$ cat config.mk
export PLATFORM = sky130hd
export DESIGN_NAME = instruction_trace_buffer
export DESIGN_NICKNAME = d
export VERILOG_FILES = /design/src/rtl/instruction_trace_buffer.sv
export SDC_FILE = /design/constraint.sdc
export NUM_CORES = 2
export LEC_CHECK = 0
export BUFFER_PORTS_ARGS = -buffer_cell sky130_fd_sc_hd__clkbuf_2
export CAP_MARGIN = 20
export CORE_ASPECT_RATIO = 1.75
export CORE_MARGIN = 2
export CORE_UTILIZATION = 62
export CTS_CLUSTER_DIAMETER = 50
export DETAILED_ROUTE_END_ITERATION = 8
export PLACE_DENSITY = 0.85
export SETUP_SLACK_MARGIN = 0.3
export SLEW_MARGIN = 10
export SYNTH_ARGS = -nofsm -noshare
export SYNTH_HDL_FRONTEND = slang
export SYNTH_SLANG_ARGS = --single-unit
$ cat constraint.sdc
create_clock -name clk -period 7.8 [get_ports clk]
set_input_delay 0.78 -clock clk [delete_from_list [all_inputs] [get_ports clk]]
set_output_delay 0.78 -clock clk [all_outputs]
set_load 0.02 [all_outputs]
$ cat src/rtl/instruction_trace_buffer.sv
// Instruction trace capture: tags each fetched instruction with its cycle index inside a
// bounded window and queues it in a FWFT FIFO. Define TRACE_ZERO_FILTER_EN to skip all-zero words.
module instruction_trace_buffer #(
    parameter int DATA_WIDTH  = 32,
    parameter int DEPTH       = 16,
    parameter int MAX_CYCLES  = 1000,
    parameter int CYCLE_WIDTH = 32
) (
    input  logic                         clk,
    input  logic                         reset,
    input  logic                         inValid,
    input  logic [DATA_WIDTH-1:0]        instruction,
    input  logic                         outReady,
    output logic                         outValid,
    output logic [DATA_WIDTH-1:0]        outInstruction,
    output logic [CYCLE_WIDTH-1:0]       outCycle,
    output logic [$clog2(DEPTH):0]       count,
    output logic                         full,
    output logic                         done,
    output logic [15:0]                  dropCount
);

    localparam int PTR_W   = $clog2(DEPTH);
    localparam int ENTRY_W = CYCLE_WIDTH + DATA_WIDTH;
    localparam logic [CYCLE_WIDTH-1:0] MAX_TAG   = CYCLE_WIDTH'(MAX_CYCLES);
    localparam logic [CYCLE_WIDTH-1:0] CYC_ONE   = {{(CYCLE_WIDTH-1){1'b0}}, 1'b1};
    localparam logic [PTR_W:0]         DEPTH_CNT = (PTR_W+1)'(DEPTH);
    localparam logic [PTR_W:0]         CNT_ONE   = {{PTR_W{1'b0}}, 1'b1};
    localparam logic [PTR_W:0]         CNT_ZERO  = {(PTR_W+1){1'b0}};
    localparam logic [PTR_W-1:0]       PTR_ONE   = {{(PTR_W-1){1'b0}}, 1'b1};

    logic [CYCLE_WIDTH-1:0] cyc_r;
    logic [PTR_W:0]         cnt_r;
    logic [PTR_W-1:0]       wr_ptr_r;
    logic [PTR_W-1:0]       rd_ptr_r;
    logic [15:0]            drop_r;
    logic                   valid_r;
    logic                   full_r;
    logic                   done_r;
    logic [ENTRY_W-1:0]     head_r;
    logic [ENTRY_W-1:0]     mem_r [DEPTH];

    logic                   filter_pass_s;
    logic                   capture_s;
    logic                   pop_s;
    logic                   push_s;
    logic                   drop_s;
    logic [PTR_W-1:0]       rd_next_s;
    logic [PTR_W:0]         cnt_next_s;
    logic [CYCLE_WIDTH-1:0] cyc_next_s;
    logic [ENTRY_W-1:0]     entry_s;
    logic [ENTRY_W-1:0]     head_next_s;

    // Optional suppression of idle-fetch bubbles before they reach the FIFO.
    always_comb begin
`ifdef TRACE_ZERO_FILTER_EN
        filter_pass_s = (instruction != {DATA_WIDTH{1'b0}});
`else
        filter_pass_s = 1'b1;
`endif
    end

    // Handshake decode; a full FIFO still accepts a push when the head leaves the same cycle.
    always_comb begin
        capture_s = inValid && !done_r && filter_pass_s;
        pop_s     = valid_r && outReady;
        push_s    = capture_s && (!full_r || pop_s);
        drop_s    = capture_s && full_r && !pop_s;
        entry_s   = {cyc_r, instruction};
        if (pop_s) begin
            rd_next_s = rd_ptr_r + PTR_ONE;
        end else begin
            rd_next_s = rd_ptr_r;
        end
        if (cyc_r < MAX_TAG) begin
            cyc_next_s = cyc_r + CYC_ONE;
        end else begin
            cyc_next_s = cyc_r;
        end
    end

    // Occupancy update from the push/pop pair.
    always_comb begin
        case ({push_s, pop_s})
            2'b10:   cnt_next_s = cnt_r + CNT_ONE;
            2'b01:   cnt_next_s = cnt_r - CNT_ONE;
            default: cnt_next_s = cnt_r;
        endcase
    end

    // Next head: the word being written when it lands in an otherwise empty FIFO, else storage.
    always_comb begin
        if (cnt_next_s == CNT_ZERO) begin
            head_next_s = head_r;
        end else if (push_s && (rd_next_s == wr_ptr_r)) begin
            head_next_s = entry_s;
        end else begin
            head_next_s = mem_r[rd_next_s];
        end
    end

    // Entry storage, written at the tail.
    always_ff @(posedge clk) begin
        if (push_s) begin
            mem_r[wr_ptr_r] <= entry_s;
        end
    end

    // Control state, counters and registered outputs.
    always_ff @(posedge clk) begin
        if (reset) begin
            cyc_r    <= {CYCLE_WIDTH{1'b0}};
            cnt_r    <= CNT_ZERO;
            wr_ptr_r <= {PTR_W{1'b0}};
            rd_ptr_r <= {PTR_W{1'b0}};
            drop_r   <= 16'h0000;
            valid_r  <= 1'b0;
            full_r   <= 1'b0;
            done_r   <= 1'b0;
            head_r   <= {ENTRY_W{1'b0}};
        end else begin
            cyc_r    <= cyc_next_s;
            cnt_r    <= cnt_next_s;
            rd_ptr_r <= rd_next_s;
            valid_r  <= (cnt_next_s != CNT_ZERO);
            full_r   <= (cnt_next_s == DEPTH_CNT);
            done_r   <= (cyc_next_s == MAX_TAG);
            head_r   <= head_next_s;
            if (push_s) begin
                wr_ptr_r <= wr_ptr_r + PTR_ONE;
            end
            if (drop_s && (drop_r != 16'hFFFF)) begin
                drop_r <= drop_r + 16'h0001;
            end
        end
    end

    assign outValid       = valid_r;
    assign outInstruction = head_r[DATA_WIDTH-1:0];
    assign outCycle       = head_r[ENTRY_W-1:DATA_WIDTH];
    assign count          = cnt_r;
    assign full           = full_r;
    assign done           = done_r;
    assign dropCount      = drop_r;

endmodule

# --- Yosys cells after proc, flatten, opt, wreduce, memory -nomap -nowiden ---
# Memory sizes are Yosys's and may differ from the RTL's. A register that Yosys moved wholly into a read port is not among the register bits.
# Index checks and enable logic that the tools add are counted.
word_totals:
  register_bits: 64
  ram_bits: 1024
  inputBits: 36
  output_inout_bits: 88
  word_cells: 39
  memories: 1
mem_list:
  columns: ["memory", "words", "width", "rd", "rd_clocked_by_memory_dff", "wr", "line_no", "rtl"]
  rows:
  - ["mem_r", 16, 64, 1, 1, 1, "41", "logic [ENTRY_W-1:0] mem_r [DEPTH];"]
op_classes:
  add_sub_neg: 6
  n_lt_le_gt_ge: 1
  n_eq_ne: 5
  mux: 5
  n_reduce_logical: 13
op_table:
  columns: ["op", "count"]
  rows:
  - ["32-bit by 1-bit adder with 32-bit output (second input constant)", 1]
  - ["32-bit by 10-bit equality test with 1-bit output (second input constant)", 1]
  - ["32-bit by 10-bit less-than comparator with 1-bit output (second input constant)", 1]
  - ["32-bit 2-to-1 mux", 1]
  - ["16-bit by 1-bit adder with 16-bit output (second input constant)", 1]
  - ["16-bit != test (second input constant)", 1]
  - ["5-bit one-hot mux with 2 select lines", 1]
  - ["4-bit by 1-bit adder with 4-bit output (second input constant)", 2]
  - ["1-bit logical AND", 6]
  - ["5-bit by 1-bit adder with 5-bit output (second input constant)", 1]
  - ["5-bit equality test (second input constant)", 1]
  - ["5-bit zero test", 1]
  - ["5-bit nonzero test", 1]
  - ["5-bit by 1-bit subtractor with 5-bit output (second input constant)", 1]
  - ["1-bit zero test", 4]
  - ["4-bit 2-to-1 mux", 1]
  - ["2-bit by 1-bit equality test with 1-bit output (second input constant)", 1]
  - ["2-bit equality test (second input constant)", 1]
  - ["1-bit 2-to-1 mux", 2]
  - ["1-bit logical OR", 1]

# --- Longest topological paths before layout ---
depth:
  ltp_word: 7
  mapped_depth: 17

# --- Worst setup path before layout ---
# Ideal clock, no wire load.
synth_timing:
  path_type: "input to register"
  from: "input outReady"
  to: "memory mem_r[3][0] (netlist name) (enable)"
  setup_ns: 0.565
  t_arrival_ns: 5.813
  required_time_ns: 7.235
  path_slack_ns: 1.422
  path_stages: 5
  n_path_buf: 1
  cell_sequence: "nand2_1 -> buf_4 -> a21boi_4 -> nand2_1 -> nor3_1"
synth_between:
  elab_chain_cells: 5
synth_lines:
  columns: ["item", "line_no", "rtl"]
  rows:
  - ["from (decl)", "13", "input logic outReady,"]
  - ["1-bit logical AND", "66", "pop_s = valid_r && outReady;"]
  - ["1-bit logical OR", "67", "push_s = capture_s && (!full_r || pop_s);"]
  - ["1-bit logical AND", "67", null]
  - ["1-bit 2-to-1 mux", "104", "if (push_s) begin"]
  - ["1-bit 2-to-1 mux (implied by the code)", "105", "mem_r[wr_ptr_r] <= entry_s;"]
  - ["to (decl)", "41", null]
# Every way passes these cells.

# --- Final worst setup path ---
layout_timing:
  from: "register valid_r (netlist: outValid)"
  to: "register head_r[43], read port of mem_r"
layout_between:
  elab_chain_cells: 7
  elab_cells_between_ends: 9
layout_lines:
  columns: ["item", "line_no", "rtl"]
  rows:
  - ["from (decl)", "37", "logic valid_r;"]
  - ["from (signal assigned)", "125", "valid_r <= (cnt_next_s != CNT_ZERO);"]
  - ["1-bit logical AND (*)", "66", null]
  - ["1-bit logical OR", "67", null]
  - ["1-bit logical AND", "67", null]
  - ["2-bit by 1-bit equality test with 1-bit output / 2-bit equality test (equally long branches)", "84", "case ({push_s, pop_s})"]
  - ["5-bit one-hot mux with 2 select lines", "84", null]
  - ["5-bit zero test", "93", "if (cnt_next_s == CNT_ZERO) begin"]
  - ["1-bit zero test (no source line)", null, null]
  - ["to (decl)", "40", "logic [ENTRY_W-1:0] head_r;"]
# Mark *: on every way between the ends. The rest lies on a longest branch, timed or not.
# A chain may end at the register's enable or synchronous reset.

==> qor.yml <==
placed_design:
  io_buffers: 123
  post-place-ws_ns: 2.318
  routabilityCongestion: 0.8397
  dpl.hpwl_mm: 55.61
clocking:
  htreeDepth: 3
  post-cts-setup-buffers: 0
  clk_path_buf_depth: 3
  cts-root-buf: "clkbuf_16"
  clock_latency_ns: 0.71
  cts.clk_slew.worst_paths_ns: 0.07
  cts_buffers: 96
  cts_tree: "yes"
  cts_resized: 0
  hold_buffers: 0
  clkSinkCount: 1152
setup_path:
  worstPathCellList: "nand2_2, buf_4, inv_2, buf_4, ha_1, xor2_1, ha_1, a21oi_1, mux2i_1, xor2_1, nor2b_1, and3_4, buf_4, a211oi_1, nor3_1"
  cpMaxStageDelayCell: "and3_4"
  required_ns: 8.40
  crit_buf_inv: 4
  critPathTopFamily: "simple AND/OR/NAND/NOR gates"
  cp-start-kind: "flop"
  path_max_fanout: 65
  path_class: "flop to flop"
  end_kind: "flop"
  crit_top_cell: "buf_4"
  arrival_ns: 5.83
  max_stage_delay_ns: 1.06
synthesis:
  ys_types: 63
  syn_area_um2: 44580
  synth_enable_flop_cells: 1024
  ys_ff_latch: 1152
  synth_flop_cell: "edfxtp_1"
  yosys_warnings: 0
  synth-seq-area-share: 0.7472
  postSynthCellCount: 2448
  synth_nets: 2494
  avgSynthCellArea_um2: 18.21
  ys_async_sr_fraction: 0
grt:
  grt_pass1_wl_mm: 165.4
  grt.overflow.total: 0
  grtUsageTotal: 0.3098
  grt_max_degree: 178
  antenna_found_initial: 0
  first_global_vias: 26450
power:
  powerDensity_nw_per_um2: 308.4
  finalPower_w: 0.01530
  ir_drop_mv: 0.2629
  leakage_nw: 15.86
timing:
  maxSlewHeadroom: 0.1821
  drv_slew: 0
  period_needed_ns: 5.235
  rsz0062_at_grt: "no"
  worst_slew_pin_slew_ns: 1.227
  hold_viol: 0
  setup_viol: 0
  finClkSkew_ns: 0.03291
  finalSetupTns_ns: 0
  max_freq_mhz: 191.0
  period_share: 0.6712
  setup_ws_ns: 2.565
  holdWs_ns: 0.4890
outcome:
  status: "complete, no violations"
routing:
  drt-total-wl_mm: 113.0
  vias: 25570
  first_iter_violations: 3697
  wl_per_cell_um: 31.67
  via_per_inst: 7.168
  firstDrtPassIters: 9
  final_antenna_net_count: 0
  drcViolationCount: 0
floorplan:
  die_area_um2: 74160
  ios: 124
  core-area_um2: 71570
  dieWidth_um: 206.7
  core.rowCount: 130
  die_h_um: 358.7
  start_util: 0.6230
min_path:
  min_path_type: "flop to flop"
layout:
  drive_gt1_frac: 0.2297
  syn_to_final_growth_pct: 11.32
  finalNetCount: 2605
job:
  drv_cap: 0
worst register-to-register path: stages (launching register included):
cell and delay, ns:
dfxtp_1 0.42, nand2_2 0.13, buf_4 0.34, inv_2 0.10, buf_4 0.49, ha_1 0.44
xor2_1 0.14, ha_1 0.24, a21oi_1 0.15, mux2i_1 0.23, xor2_1 0.23, nor2b_1 0.29
and3_4 1.06, buf_4 0.50, a211oi_1 0.12, nor3_1 0.26
cells by family after synthesis:
family | share of synthesized area
XOR/XNOR | 0.008616
buffers and inverters | 0.01788
flip-flops | 0.7472
AO/OA/AOI/OAI | 0.04849
adder cells (fa/ha/maj) | 0.002806
multiplexers | 0.1144
AND/OR/NAND/NOR | 0.06059
cell usage after synthesis, drive strengths merged, types with 16 or more instances:
cell type | number | area share
a211oi | 42 | 0.0071
a21oi | 70 | 0.0079
a222oi | 22 | 0.0049
buf | 80 | 0.010
clkbuf | 81 | 0.0068
dfxtp | 128 | 0.057
edfxtp | 1024 | 0.69
mux2 | 22 | 0.0056
mux4 | 212 | 0.11
nand2 | 64 | 0.0054
nand3 | 122 | 0.014
nand3b | 47 | 0.0079
nor2 | 121 | 0.010
nor2b | 25 | 0.0035
nor3 | 125 | 0.014
o22ai | 84 | 0.012
o32ai | 17 | 0.0033
xnor2 | 16 | 0.0036
xor2 | 18 | 0.0035
per-layer routing:
layer | GRT usage | wire length (um) | vias to the layer above | share of wire
met1 | 0.3834 | 36350 | 12760 | 0.32
met3 | 0.06554 | 13700 | 499 | 0.12
met5 | 0 | 0 | - | 0
met2 | 0.5158 | 56610 | 2134 | 0.50
met4 | 0.1647 | 6355 | 0 | 0.056
li1 | - | - | 10180 | -
registers in the layout (all words and copies together), names as in the netlist:
register	count
count	5
cyc_r	32
done	1
dropCount	16
full	1
head_r	64
mem_r	1024
outValid	1
rd_ptr_r	4
wr_ptr_r	4
cell usage in the layout (no fill, tap or decap), drive strengths merged, types with 6 or more instances in the layout:
cell / instances
edfxtp: 1024
clkbuf: 258
mux4: 212
dfxtp: 128
nor3: 125
nand3: 122
nor2: 121
o22ai: 84
a21oi: 70
nand2: 64
buf: 52
nand3b: 47
a211oi: 42
clkinv: 26
nor2b: 25
a222oi: 22
mux2: 22
xor2: 18
o32ai: 17
xnor2: 16
inv: 15
o41ai: 13
bufinv: 11
o21ai: 11
ha: 10
and3: 9
mux2i: 8
nand4: 7
o211ai: 6
stage by stage:
stage	utilization	area [um2]	instances
final	0.6935	49630	3568
after global routing	0.6934	49630	3567
after CTS	0.6923	49550	3564
after detailed placement	0.6457	46210	3382
after global placement	0.6457	46210	3382
after floorplan	-	44580	2448
where the power goes:
| part | total, W | internal [W] | leakage (nW) | switching [W] |
|---|---|---|---|---|
| clock network | 0.00508 | 0.00283 | 1.61 | 0.00225 |
| logic | 0.00313 | 0.00123 | 4.01 | 0.00191 |
| registers | 0.00709 | 0.00690 | 10.2 | 0.000188 |
| total | 0.0153 | 0.0110 | 15.9 | 0.00435 |
final timing paths:
| check | start | endpoint | slack, ns | cells past startpoint |
|---|---|---|---|---|
| setup reg to reg | outValid$_SDFF_PP0_ | head_r[43]$_SDFFE_PP0P_ | 2.56 | 15 |
| hold / removal | head_r[8]$_SDFFE_PP0P_ | head_r[8]$_SDFFE_PP0P_ | 0.49 | 2 |
| hold reg to reg | head_r[8]$_SDFFE_PP0P_ | head_r[8]$_SDFFE_PP0P_ | 0.49 | 2 |
| setup / recovery | outValid$_SDFF_PP0_ | head_r[43]$_SDFFE_PP0P_ | 2.56 | 15 |
layout make-up:
class / instances / area, um2
Antenna cell: 1 / 2.502
Clock buffer: 136 / 2715
Clock inverter: 46 / 619.3
Fill cell: 4079 / 21940
Inverter: 11 / 41.29
Multi-Input combinational cell: 1124 / 10700
Sequential cell: 1152 / 33310
Tap cell: 924 / 1156
Timing Repair Buffer: 174 / 1086
Power figures use the tool's default switching activity.
